`config.mk`:
```
export PLATFORM = sky130hd
export DESIGN_NAME = tile_skew_feeder
export DESIGN_NICKNAME = d
export VERILOG_FILES = /design/src/rtl/tile_pkg.sv /design/src/rtl/tile_skew_feeder_skew_line.sv /design/src/rtl/tile_skew_feeder.sv
export SDC_FILE = /design/constraint.sdc
export NUM_CORES = 1
export LEC_CHECK = 0
export ABC_AREA = 1
export CAP_MARGIN = 40
export CORE_ASPECT_RATIO = 0.9
export CORE_UTILIZATION = 23
export DETAILED_ROUTE_END_ITERATION = 10
export GPL_ROUTABILITY_DRIVEN = 0
export PLACE_DENSITY = 0.5
export SETUP_SLACK_MARGIN = 0.1
export SLEW_MARGIN = 30
export SYNTH_ARGS = -nofsm -noshare
export SYNTH_HDL_FRONTEND = slang
export SYNTH_SLANG_ARGS = --single-unit
```
`constraint.sdc`:
```
create_clock -name CLK -period 1.7 [get_ports CLK]
set_clock_uncertainty 0.05 [all_clocks]
set_input_delay 0.255 -clock CLK [delete_from_list [all_inputs] [get_ports CLK]]
set_output_delay 0.255 -clock CLK [all_outputs]
set_load 0.02 [all_outputs]
```
`src/rtl/tile_pkg.sv`:
```
// Shared constants and state type for the 8x8 systolic tile front end.
package tile_pkg;

  localparam int TILE_SIZE = 8;
  localparam int DATA_W    = 16;
  localparam int SEQ_LEN   = 3*TILE_SIZE-1;
  localparam int VEC_W     = TILE_SIZE*DATA_W;
  localparam int BEAT_W    = $clog2(TILE_SIZE+1);
  localparam int DRAIN_W   = $clog2(2*TILE_SIZE);

  typedef enum logic [1:0] {IDLE, LOAD, DRAIN, DONE} feeder_state_t;

endpackage

```
`src/rtl/tile_skew_feeder_skew_line.sv`:
```
// Enable-gated shift register of DEPTH stages; one instance per edge lane.
module skew_line #(
  parameter int DEPTH  = 1,
  parameter int DATA_W = 16
) (
  input  logic              clk_i,
  input  logic              rst_ni,
  input  logic              en_i,
  input  logic [DATA_W-1:0] d_i,
  output logic [DATA_W-1:0] q_o
);

  logic [DATA_W-1:0] stage_q [DEPTH];

  always_ff @(posedge clk_i or negedge rst_ni) begin
    if (!rst_ni) begin
      for (int s = 0; s < DEPTH; s++) stage_q[s] <= '0;
    end else if (en_i) begin
      stage_q[0] <= d_i;
      for (int s = 1; s < DEPTH; s++) stage_q[s] <= stage_q[s-1];
    end
  end

  assign q_o = stage_q[DEPTH-1];

endmodule

```
`src/rtl/tile_skew_feeder.sv`:
```
// Buffers K-step operand beats and emits diagonally skewed row/column edge
// streams for the systolic tile, then drains zeros to finish accumulation.
module tile_skew_feeder
  import tile_pkg::*;
(
  input  logic             CLK,
  input  logic             RSTN,
  input  logic             IN_VALID,
  output logic             IN_READY,
  input  logic [VEC_W-1:0] IN_A,
  input  logic [VEC_W-1:0] IN_B,
  output logic [VEC_W-1:0] ROW_X,
  output logic [VEC_W-1:0] COL_X,
  output logic             TILE_EN,
  output logic             BUSY,
  output logic             DONE
);

  feeder_state_t        state_q, state_d;
  logic [BEAT_W-1:0]    beat_cnt_q, beat_cnt_d;
  logic [DRAIN_W-1:0]   drain_cnt_q, drain_cnt_d;
  logic                 tile_en_q, busy_q, done_q;
  logic                 accept, advance, inDrain;

  assign IN_READY = (state_q == IDLE) || (state_q == LOAD);
  assign accept   = IN_VALID & IN_READY;
  assign inDrain  = (state_q == DRAIN);
  // Every drain cycle shifts a zero in, so the tile keeps accumulating.
  assign advance  = accept | inDrain;

  always_comb begin
    state_d     = state_q;
    beat_cnt_d  = beat_cnt_q;
    drain_cnt_d = drain_cnt_q;
    case (state_q)
      IDLE: begin
        if (accept) begin
          if (TILE_SIZE == 1) begin
            state_d     = DRAIN;
            drain_cnt_d = '0;
          end else begin
            state_d    = LOAD;
            beat_cnt_d = BEAT_W'(1);
          end
        end
      end
      LOAD: begin
        if (accept) begin
          beat_cnt_d = beat_cnt_q + BEAT_W'(1);
          if (beat_cnt_q == BEAT_W'(TILE_SIZE-1)) begin
            state_d     = DRAIN;
            drain_cnt_d = '0;
          end
        end
      end
      DRAIN: begin
        drain_cnt_d = drain_cnt_q + DRAIN_W'(1);
        if (drain_cnt_q == DRAIN_W'(2*TILE_SIZE-2)) state_d = tile_pkg::DONE;
      end
      default: begin
        state_d     = IDLE;
        beat_cnt_d  = '0;
        drain_cnt_d = '0;
      end
    endcase
  end

  // The DONE pulse trails the DONE state by one cycle so BUSY drops exactly as it fires.
  always_ff @(posedge CLK or negedge RSTN) begin
    if (!RSTN) begin
      state_q     <= IDLE;
      beat_cnt_q  <= '0;
      drain_cnt_q <= '0;
      tile_en_q   <= 1'b0;
      busy_q      <= 1'b0;
      done_q      <= 1'b0;
    end else begin
      state_q     <= state_d;
      beat_cnt_q  <= beat_cnt_d;
      drain_cnt_q <= drain_cnt_d;
      tile_en_q   <= advance;
      busy_q      <= (state_d != IDLE);
      done_q      <= (state_q == tile_pkg::DONE);
    end
  end

  assign TILE_EN = tile_en_q;
  assign BUSY    = busy_q;
  assign DONE    = done_q;

  for (genvar i = 0; i < TILE_SIZE; i++) begin : g_lane
    logic [DATA_W-1:0] aIn, bIn;

    assign aIn = inDrain ? '0 : IN_A[i*DATA_W +: DATA_W];
    assign bIn = inDrain ? '0 : IN_B[i*DATA_W +: DATA_W];

    skew_line #(.DEPTH(i+1), .DATA_W(DATA_W)) u_row (
      .clk_i (CLK),
      .rst_ni(RSTN),
      .en_i  (advance),
      .d_i   (aIn),
      .q_o   (ROW_X[i*DATA_W +: DATA_W])
    );

    skew_line #(.DEPTH(i+1), .DATA_W(DATA_W)) u_col (
      .clk_i (CLK),
      .rst_ni(RSTN),
      .en_i  (advance),
      .d_i   (bIn),
      .q_o   (COL_X[i*DATA_W +: DATA_W])
    );
  end

endmodule

```
-- Word level (Yosys, flattened, before mapping)
Cells that the tools add are included.
- add/subtract/negate cells: 2
- equality and inequality tests: 8
- bitwise gates (word level): 4
- mux-type cells: 27
- reductions and logical operators: 5
- operators by type and width (operator ; number):
    $mux W16 ; 16
    $pmux W4 S3 ; 2
    $mux W4 ; 4
    $add A4 B1 Y4 const B ; 2
    $mux W2 ; 4
    $pmux W2 S3 ; 1
    $reduce_and A3 Y1 ; 2
    $eq A2 B2 Y1 const B ; 2
    $eq A4 B3 Y1 const B ; 1
    $eq A4 B4 Y1 const B ; 1
    $ne A2 B2 Y1 const B ; 2
    $eq A2 B1 Y1 const B ; 1
    $logic_not A2 Y1 ; 1
    $ne A2 B1 Y1 const B ; 1
    $not A1 Y1 ; 2
    $reduce_bool A2 Y1 ; 1
    $and A1 B1 Y1 ; 1
    $logic_or A1 B1 Y1 ; 1
    $or A1 B1 Y1 ; 1
- word-level logic and storage cells: 124
- bits of input ports: 259
- flip-flop bits (word level): 1165

-- Longest topological paths before layout
Gate-level depths: netlist (run 1).
- depth after elaboration: 6
- mapped depth: 8
- mapped depth without buffers: 8

-- By module
A second synthesis (run 1) with hierarchy kept.
- cells, all modules: 5709
- area total of the unflattened synthesis: 48735.5 µm²
- modules (own cells, without submodules) (module ; instances ; area each (µm²) ; sequential area each (µm²) ; cells an instance):
    skew_line at g_lane[7].u_col ... ; 2 ; 5079.9 ; 3203.1 ; 557
    skew_line at g_lane[6].u_col ... ; 2 ; 4384.2 ; 2802.7 ; 490
    skew_line at g_lane[5].u_col ... ; 2 ; 3761.1 ; 2402.3 ; 422
    skew_line at g_lane[4].u_col ... ; 2 ; 3173.0 ; 2001.9 ; 354
    skew_line at g_lane[3].u_col ... ; 2 ; 2566.2 ; 1601.5 ; 286
    skew_line at g_lane[2].u_col ... ; 2 ; 1925.6 ; 1201.2 ; 219
    tile_skew_feeder ; 1 ; 2836.5 ; 325.3 ; 613
    skew_line at g_lane[1].u_col ... ; 2 ; 1415.1 ; 800.8 ; 152
    skew_line at g_lane[0].u_col ... ; 2 ; 644.4 ; 400.4 ; 68

-- Worst setup path after synthesis (run 1)
Ideal clock, no wire load.
- path kind: reg2reg
- start point: register state_q[1]
- end point: register g_lane[0].u_row.stage_q (netlist bit g_lane[0].u_row.q_o[13])
- data required time: 1.583 ns
- setup slack: 0.224 ns
- arrival time: 1.358 ns
- stages on the path, launching flop included: 6
- buffers on the path: 2
- setup time: 0.067 ns
- clock period less this slack: 1.476 ns
- cells stage by stage: dfrtp_1 inv_2 clkbuf_1 clkbuf_1 nand3_1 nand2_1
- word-level cells in the longest chain between the ends: 4
- elaborated cells between the ends (all ways): 7
- ends and longest elaborated chain (element ; line ; source):
    start, declared ; tile_skew_feeder.sv:19 ; feeder_state_t state_q, state_d;
    start signal, assigned ; tile_skew_feeder.sv:78 ; state_q <= state_d;
    $eq A2 B1 Y1 / $logic_not A2 Y1 (equally long branches) ; tile_skew_feeder.sv:25 ; assign IN_READY = (state_q == IDLE) || (state_q == LOAD);
    $logic_or A1 B1 Y1 * ; tile_skew_feeder.sv:25 ;
    via IN_READY ; tile_skew_feeder.sv:9 ; output logic IN_READY,
    $and A1 B1 Y1 * ; tile_skew_feeder.sv:26 ; assign accept = IN_VALID & IN_READY;
    $or A1 B1 Y1 * ; tile_skew_feeder.sv:29 ; assign advance = accept | inDrain;
    end, declared ; tile_skew_feeder_skew_line.sv:13 ; logic [DATA_W-1:0] stage_q [DEPTH];
Mark *: on every way through the listed nets, which the timed path passes. The rest lies on a longest branch.
A chain may end at the register's enable or synchronous reset.

-- Final worst setup path (run 1)
- start point: register state_q[1]
- end point: register g_lane[7].u_col.stage_q[70] (netlist bit)
- word-level cells in the longest chain between the ends: 4
- elaborated cells between the ends (all ways): 6
- ends and longest elaborated chain (element ; line):
    $eq A2 B1 Y1 / $logic_not A2 Y1 (equally long branches) ; tile_skew_feeder.sv:25
    $logic_or A1 B1 Y1 ; tile_skew_feeder.sv:25
    $and A1 B1 Y1 ; tile_skew_feeder.sv:26
    $or A1 B1 Y1 * ; tile_skew_feeder.sv:29
    end, declared ; tile_skew_feeder_skew_line.sv:13
Mark *: on every way between the ends. The rest lies on a longest branch, timed or not.

==> results.sh, run 1 <==
export IMPL_grtUsageTotal_pct=12.0
export IMPL_violations="setup timing"
export IMPL_row_count=154
export IMPL_nets=5710
export IMPL_pwr_share_seq_pct=41.2
export IMPL_vias=33210
export IMPL_ant_nets=0
export IMPL_clkSinkCount=1165
export IMPL_ys_seq_elements=1165
export IMPL_max_vdd_ir_drop_mv=1.09
export IMPL_drv_cap=0
export IMPL_syn_inst=4709
export IMPL_synth_top_area_cell="dfrtp_1"
export IMPL_rsz0062_at_grt="yes"
export IMPL_grt_pass1_wl_mm=188
export IMPL_netlist_area_sq_um=45400
export IMPL_fp_coreArea_sq_um=196000
export IMPL_required_ns=2.33
export IMPL_grt_max_degree=101
export IMPL_drt_iter0_markers=1885
export IMPL_die_h_um=423
export IMPL_grt_overflow_total=0
export IMPL_syn_nets=4971
export IMPL_p_comb_share_pct=25.2
export IMPL_hold_path_class="in2reg"
export IMPL_numCtsBuffers=138
export IMPL_antenna_found_initial=22
export IMPL_clockBufferDepth=3
export IMPL_dp_slack_ns=-0.0442
export IMPL_p_int_mw=65.7
export IMPL_routed_wl_mm=127
export IMPL_synth_cell_types=18
export IMPL_area_growth_pct=43.0
export IMPL_io_buffer_count=518
export IMPL_relSlewSlack_pct=59.4
export IMPL_cts_tree="yes"
export IMPL_finalSetupTns_ns=-1.14
export IMPL_postSynthAreaPerCell_sq_um=9.64
export IMPL_pwr_share_clk_pct=33.6
export IMPL_critPathMaxFanout=10
export IMPL_tightestPinTransition_ns=0.609
export IMPL_seq_area_frac_synth_pct=64.2
export IMPL_leakagePower_nw=29.9
export IMPL_slew_viol_final=0
export IMPL_start_kind="flop"
export IMPL_io_pins=519
export IMPL_mostFrequentLayoutCells="dfrtp_1 (1149), nand2_1 (539), inv_1 (511)"
export IMPL_drive_gt1_share_pct=19.3
export IMPL_htreeDepth=4
export IMPL_ys_warn_count=0
export IMPL_start_util_pct=23.2
export IMPL_fp_dieW_um=470
export IMPL_fin_ws_ns=-0.0572
export IMPL_finalHoldViolations=0
export IMPL_p_sw_share_pct=31.1
export IMPL_drt_drc_violations_left=0
export IMPL_cp_arrival_ns=2.38
export IMPL_crit_path_end_kind="flop"
export IMPL_finalCritPeriodShare_pct=103
export IMPL_timing_hold_ws_ns=0.0871
export IMPL_p_sw_mw=29.7
export IMPL_setup_viol=73
export IMPL_max_freq_mhz=569
export IMPL_layout_min_cycle_time_ns=1.76
export IMPL_cts_root_buf="clkbuf_16"
export IMPL_dieArea_sq_um=199000
export IMPL_critPathKind="reg2reg"
export IMPL_ys_top_cells_by_area="dfrtp_1 (64%), o21ai_0 (5.6%), a21oi_1 (5.6%)"
export IMPL_clk_insertion_delay_late_ns=0.79
export IMPL_hpwl_mm=79.6
export IMPL_status="finished, violations left"
export IMPL_wl_per_cell_um=15.5
export IMPL_synth_top_area_share_pct=64.2
export IMPL_vias_per_cell=4.08
export IMPL_layout_commonest_cell="dfrtp_1"
export IMPL_drtPass1Iterations=4
export IMPL_first_global_vias=32554
export IMPL_p_per_area_nw_per_um2=1470
export IMPL_clk_pin_slew_ns=0.06
timing repair:
action                                  4_1_cts  5_1_grt
hold endpoints to repair                   1402        0
gates resized for setup                    1623      415
hold buffers                                231        0
pin swaps                                     0        9
setup buffers                                79       32
cloned                                        6       65
endpoints found under the setup margin     1201     1371
through the flow:
step | cell area [sq um] | std cells | power (mW) | utilization [%]
final | 64900 | 8141 | 95.5 | 33.1
after global routing | 64900 | 8141 | 101 | 33.1
after CTS | 61700 | 8039 | 94.5 | 31.5
after detailed placement | 53200 | 7470 | 59.3 | 27.2
after global placement | 53200 | 7470 | 58.8 | 27.2
after floorplan | 45400 | 4709 | 51.8 | -
worst paths after layout:
path / slack, ns / depth (start not counted) / to / start
min in group asynchronous: 0.12 / 3 / g_lane[4].u_col.q_o[15]$_DFFE_PN0P_ / RSTN
hold reg to reg: 0.39 / 2 / g_lane[7].u_row.stage_q[90]$_DFFE_PN0P_ / g_lane[7].u_row.stage_q[106]$_DFFE_PN0P_
hold / removal: 0.09 / 3 / g_lane[5].u_col.stage_q[95]$_DFFE_PN0P_ / IN_B[95]
setup / recovery: -0.06 / 9 / g_lane[7].u_col.stage_q[70]$_DFFE_PN0P_ / state_q[1]$_DFF_PN0_
max in group asynchronous: 0.64 / 4 / g_lane[6].u_row.q_o[7]$_DFFE_PN0P_ / RSTN
setup reg to reg: -0.06 / 9 / g_lane[7].u_col.stage_q[70]$_DFFE_PN0P_ / state_q[1]$_DFF_PN0_
power by group through the flow:
stage / Sequential [mW] / Combinational (mW) / Clock (mW)
final: 39.3 / 24.0 / 32.1
after detailed placement: 39.2 / 20.0 / 0
after CTS: 39.1 / 22.1 / 33.3
after global routing: 40.3 / 26.6 / 34.4
after floorplan: 38.2 / 13.5 / 0
after global placement: 39.1 / 19.7 / 0
Yosys cell counts:
cell / count
inv_1: 512
buf_1: 11
ha_1: 3
or2_2: 1
nor2_1: 507
dfrtp_1: 1165
nand4_1: 2
inv_2: 1
a21oi_1: 504
nand2_1: 570
nand3_1: 412
o21ai_0: 505
buf_2: 184
nand2_2: 1
clkbuf_1: 95
buf_6: 1
buf_4: 234
o22ai_1: 1
registers in the layout (all words and copies together), names as in the netlist:
signal and cells:
BUSY 1, DONE 1, TILE_EN 1, beat_cnt_q 4, drain_cnt_q 4, g_lane.u_col.q_o 128, g_lane.u_col.stage_q 448, g_lane.u_row.q_o 128
g_lane.u_row.stage_q 448, state_q 2
kinds of logic after synthesis:
family                     count (synthesis)  share of synthesized area, %
buffers and inverters                   1038                          11.0
AOI/OAI and AO/OA                       1010                          11.1
adders and majority gates                  3                        0.0827
DFF                                     1165                          64.2
and+or+nand+nor                         1493                          13.5
critical path, stage by stage, from the launching register on:
cell and delay [ns]:
dfrtp_2 0.45, buf_6 0.15, nand2_8 0.08, nand2_8 0.11, buf_16 0.18, buf_12 0.18, buf_12 0.13, clkbuf_16 0.14
nor2_1 0.10, a21oi_1 0.05
cell type report:
| type | instances | area [sq um] |
|---|---|---|
| fill | 19841 | 131000 |
| sequential | 1165 | 29200 |
| timing repair buffer | 1124 | 13300 |
| multi-input combinational | 2506 | 12200 |
| clock buffer | 192 | 3940 |
| tap | 2574 | 3220 |
| inverter | 513 | 1930 |
| clock inverter | 61 | 1070 |
| antenna | 6 | 15.0 |
metal layers:
metal  GRT usage, %  part of all wire (%)  up-vias
met1           15.5                    45    16103
met2           19.5                    48      579
met3           2.82                   4.4      208
met4           4.11                   2.9        6
li1               -                     -    16314
met5              0                 0.027        -
Note: power is estimated with default switching activity, not from simulation.
==> inputs of run 2 (changes only) <==
SYNTH_HIERARCHICAL = 1   (was unset)
==> run 2 against run 1 <==
Die area increased by 7.3%. Combinational power shrank 21%. Routed wire length decreased by 0.57%. The flow still finishes with violations (setup timing). Utilization decreased by 2.5 points. Highest routed layer is now met4. Sequential power shrank 2%. Largest cell class unchanged. Synthesized area grew 7.4%. Maximum frequency shrank 8.7%.
==> results.sh, run 2 <==
export IMPL_status="finished, violations left"
export IMPL_violations="setup timing"
export IMPL_ff_latch_area_sq_um=29200
export IMPL_tightestPinTransition_ns=0.589
export IMPL_drt_iter0_markers=2206
export IMPL_antenna_found_initial=8
export IMPL_clk_pin_slew_ns=0.06
export IMPL_routed_wl_mm=126
export IMPL_hold_path_class="in2reg"
export IMPL_syn_nets=5971
export IMPL_fp_dieW_um=487
export IMPL_vias_per_cell=3.88
export IMPL_dieArea_sq_um=214000
export IMPL_synth_common_cells="nand2_1 (3442), dfrtp_1 (1165), inv_1 (267)"
export IMPL_max_vdd_ir_drop_mv=0.749
export IMPL_crit_path_end_kind="flop"
export IMPL_finalPower_mw=86.6
export IMPL_cp_arrival_ns=2.58
export IMPL_grt_pass1_wl_mm=199
export IMPL_layout_min_cycle_time_ns=1.93
export IMPL_wl_met1_mm=56.8
export IMPL_start_util_pct=23.2
export IMPL_cts_tree="yes"
export IMPL_numCtsBuffers=139
export IMPL_drtPass1Iterations=5
export IMPL_io_pins=519
export IMPL_p_per_area_nw_per_um2=1350
export IMPL_fill_cells=22374
export IMPL_layout_commonest_cell="nand2_1"
export IMPL_wl_per_cell_um=13.6
export IMPL_wl_met3_mm=4.69
export IMPL_seq_area_frac_synth_pct=59.8
export IMPL_relSlewSlack_pct=60.7
export IMPL_hpwl_mm=79.4
export IMPL_fin_ws_ns=-0.225
export IMPL_critPathKind="reg2reg"
export IMPL_dp_slack_ns=-0.464
export IMPL_synth_top_area_share_pct=59.8
export IMPL_drv_cap=0
export IMPL_grt_max_degree=100
export IMPL_area_growth_pct=31.6
export IMPL_leakagePower_nw=34.5
export IMPL_drt_drc_violations_left=0
export IMPL_async_flop_share_pct=100
export IMPL_required_ns=2.35
export IMPL_synthFlopType="dfrtp_1"
export IMPL_cts_root_buf="clkbuf_16"
export IMPL_multiInputGateArea_sq_um=14500
export IMPL_finalHoldViolations=0
export IMPL_finalCritPeriodShare_pct=113
export IMPL_ys_seq_elements=1165
export IMPL_drive_gt1_share_pct=14.4
export IMPL_synth_top_area_cell="dfrtp_1"
export IMPL_reg_largest_list="g_lane.u_col/stage_q (448), g_lane.u_row/stage_q (448)"
export IMPL_max_freq_mhz=519
export IMPL_synth_edf_count=0
export IMPL_grt_overflow_total=0
export IMPL_io_buffer_count=518
export IMPL_mostFrequentLayoutCells="nand2_1 (3386), dfrtp_1 (1162), buf_6 (270)"
export IMPL_htreeDepth=4
export IMPL_syn_inst=5709
export IMPL_slew_viol_final=0
export IMPL_met2_length_mm=60.7
export IMPL_vias=35944
export IMPL_routed_top_layer="met4"
export IMPL_nets=6613
export IMPL_fp_coreArea_sq_um=210000
export IMPL_die_h_um=439
export IMPL_setup_viol=1154
export IMPL_netlist_area_sq_um=48700
export IMPL_row_count=159
export IMPL_synth_cell_types=23
export IMPL_postSynthAreaPerCell_sq_um=8.54
export IMPL_ys_top_cells_by_area="dfrtp_1 (60%), nand2_1 (27%), buf_4 (3.9%)"
export IMPL_first_global_vias=36104
export IMPL_rsz0062_at_grt="yes"
export IMPL_grtUsageTotal_pct=11.5
export IMPL_start_kind="flop"
export IMPL_clk_insertion_delay_late_ns=0.78
export IMPL_ys_warn_count=6
export IMPL_clkSinkCount=1165
export IMPL_ant_nets=0
export IMPL_critPathMaxFanout=9
export IMPL_clockBufferDepth=3
export IMPL_yosysMostFrequentCell="nand2_1"
[run 2: cell types whose count changed after synthesis, moves of 93 or more]
cell      before   now
buf_6          1   137
nor2_1       507   262
clkbuf_1      95     0
o21ai_0      505     3
inv_1        512   267
a21oi_1      504     1
nand3_1      412     9
nand2_1      570  3442
buf_2        184    91
[run 2: repair_timing]
action / 4_1_cts / 5_1_grt
hold buffers: 127 / 0
gates cloned: 18 / 27
setup buffers: 121 / 18
pin swaps: 6 / 23
endpoints found under the setup margin: 1412 / 1415
gates resized for setup: 1616 / 90
hold endpoints to repair: 1290 / 0
[run 2: routing by layer]
| layer | vias up | GRT usage (%) |
|---|---|---|
| li1 | 18031 | - |
| met1 | 17174 | 14.7 |
| met2 | 531 | 19.3 |
| met3 | 208 | 2.38 |
| met4 | 0 | 3.97 |
| met5 | - | 0 |
[run 2: area by class of cell]
class / instances / area share (%)
flip-flops and latches: 1165 / 45.5
multi-input cells: 3760 / 22.6
repair buffers: 992 / 17.4
clock buffers: 198 / 6.05
well taps: 2817 / 5.50
inverters: 284 / 1.88
clock inverters: 41 / 0.886
repair inverters: 9 / 0.220
diodes: 5 / 0.0195
[run 2: worst paths after layout]
check                      cells past startpoint                                 endpoint                               startpoint  slack, ns
setup / recovery                              12  g_lane[4].u_col/stage_q[46]$_DFFE_PN0P_                     state_q[1]$_DFF_PN0_      -0.23
hold / removal                                 5  g_lane[4].u_col/stage_q[79]$_DFFE_PN0P_                                 IN_B[79]       0.08
setup reg to reg                              12  g_lane[4].u_col/stage_q[46]$_DFFE_PN0P_                     state_q[1]$_DFF_PN0_      -0.23
hold reg to reg                                2      g_lane[5].u_row/q_o[12]$_DFFE_PN0P_  g_lane[5].u_row/stage_q[28]$_DFFE_PN0P_       0.39
max in group asynchronous                      3  g_lane[5].u_col/stage_q[37]$_DFFE_PN0P_                                     RSTN       0.54
min in group asynchronous                      3  g_lane[5].u_row/stage_q[47]$_DFFE_PN0P_                                     RSTN       0.19
[run 2: cells by family (layout without fill, tap and decap cells)]
group | count (synthesis) | after routing | share of synthesized area, %
adder cells (fa/ha/maj) | 3 | 3 | 0.0770
XOR/XNOR | 3 | 3 | 0.0539
AO/OA/AOI/OAI | 7 | 7 | 0.0719
AND/OR/NAND/NOR | 3747 | 3747 | 29.1
buffers and inverters | 784 | 1524 | 10.9
flip-flops | 1165 | 1165 | 59.8
other | 0 | 5 | 0
[run 2: power breakdown]
| group | total (mW) | switching (mW) | internal [mW] |
|---|---|---|---|
| Combinational | 19.0 | 10.1 | 8.92 |
| Sequential | 38.4 | 4.11 | 34.3 |
| Clock | 29.2 | 12.4 | 16.8 |
| Total | 86.6 | 26.6 | 60.0 |
[run 2: worst max-delay path: stages (launching register included)]
cell and delay [ns]:
dfrtp_1 0.40, inv_4 0.06, buf_12 0.12, nor2_8 0.09, clkinvlp_4 0.14, nand2_8 0.14, buf_12 0.11, buf_12 0.09
buf_16 0.15, buf_16 0.18, clkbuf_16 0.16, nand2_1 0.05, nand2_1 0.05
[run 2: per-stage QoR]
stage | cell area, sq um | utilization (%) | TNS, ns | hold WS, ns | cells
after floorplan | 48800 | - | -34.13 | -0.0906 | 5709
after global placement | 55400 | 26.4 | -417.96 | 0.0950 | 8716
after detailed placement | 55400 | 26.4 | -417.24 | 0.0954 | 8716
after CTS | 63000 | 30.1 | -99.43 | 0.000148 | 9221
after global routing | 64100 | 30.6 | -268.20 | 0.0284 | 9270
final | 64100 | 30.6 | -175.58 | 0.0793 | 9271
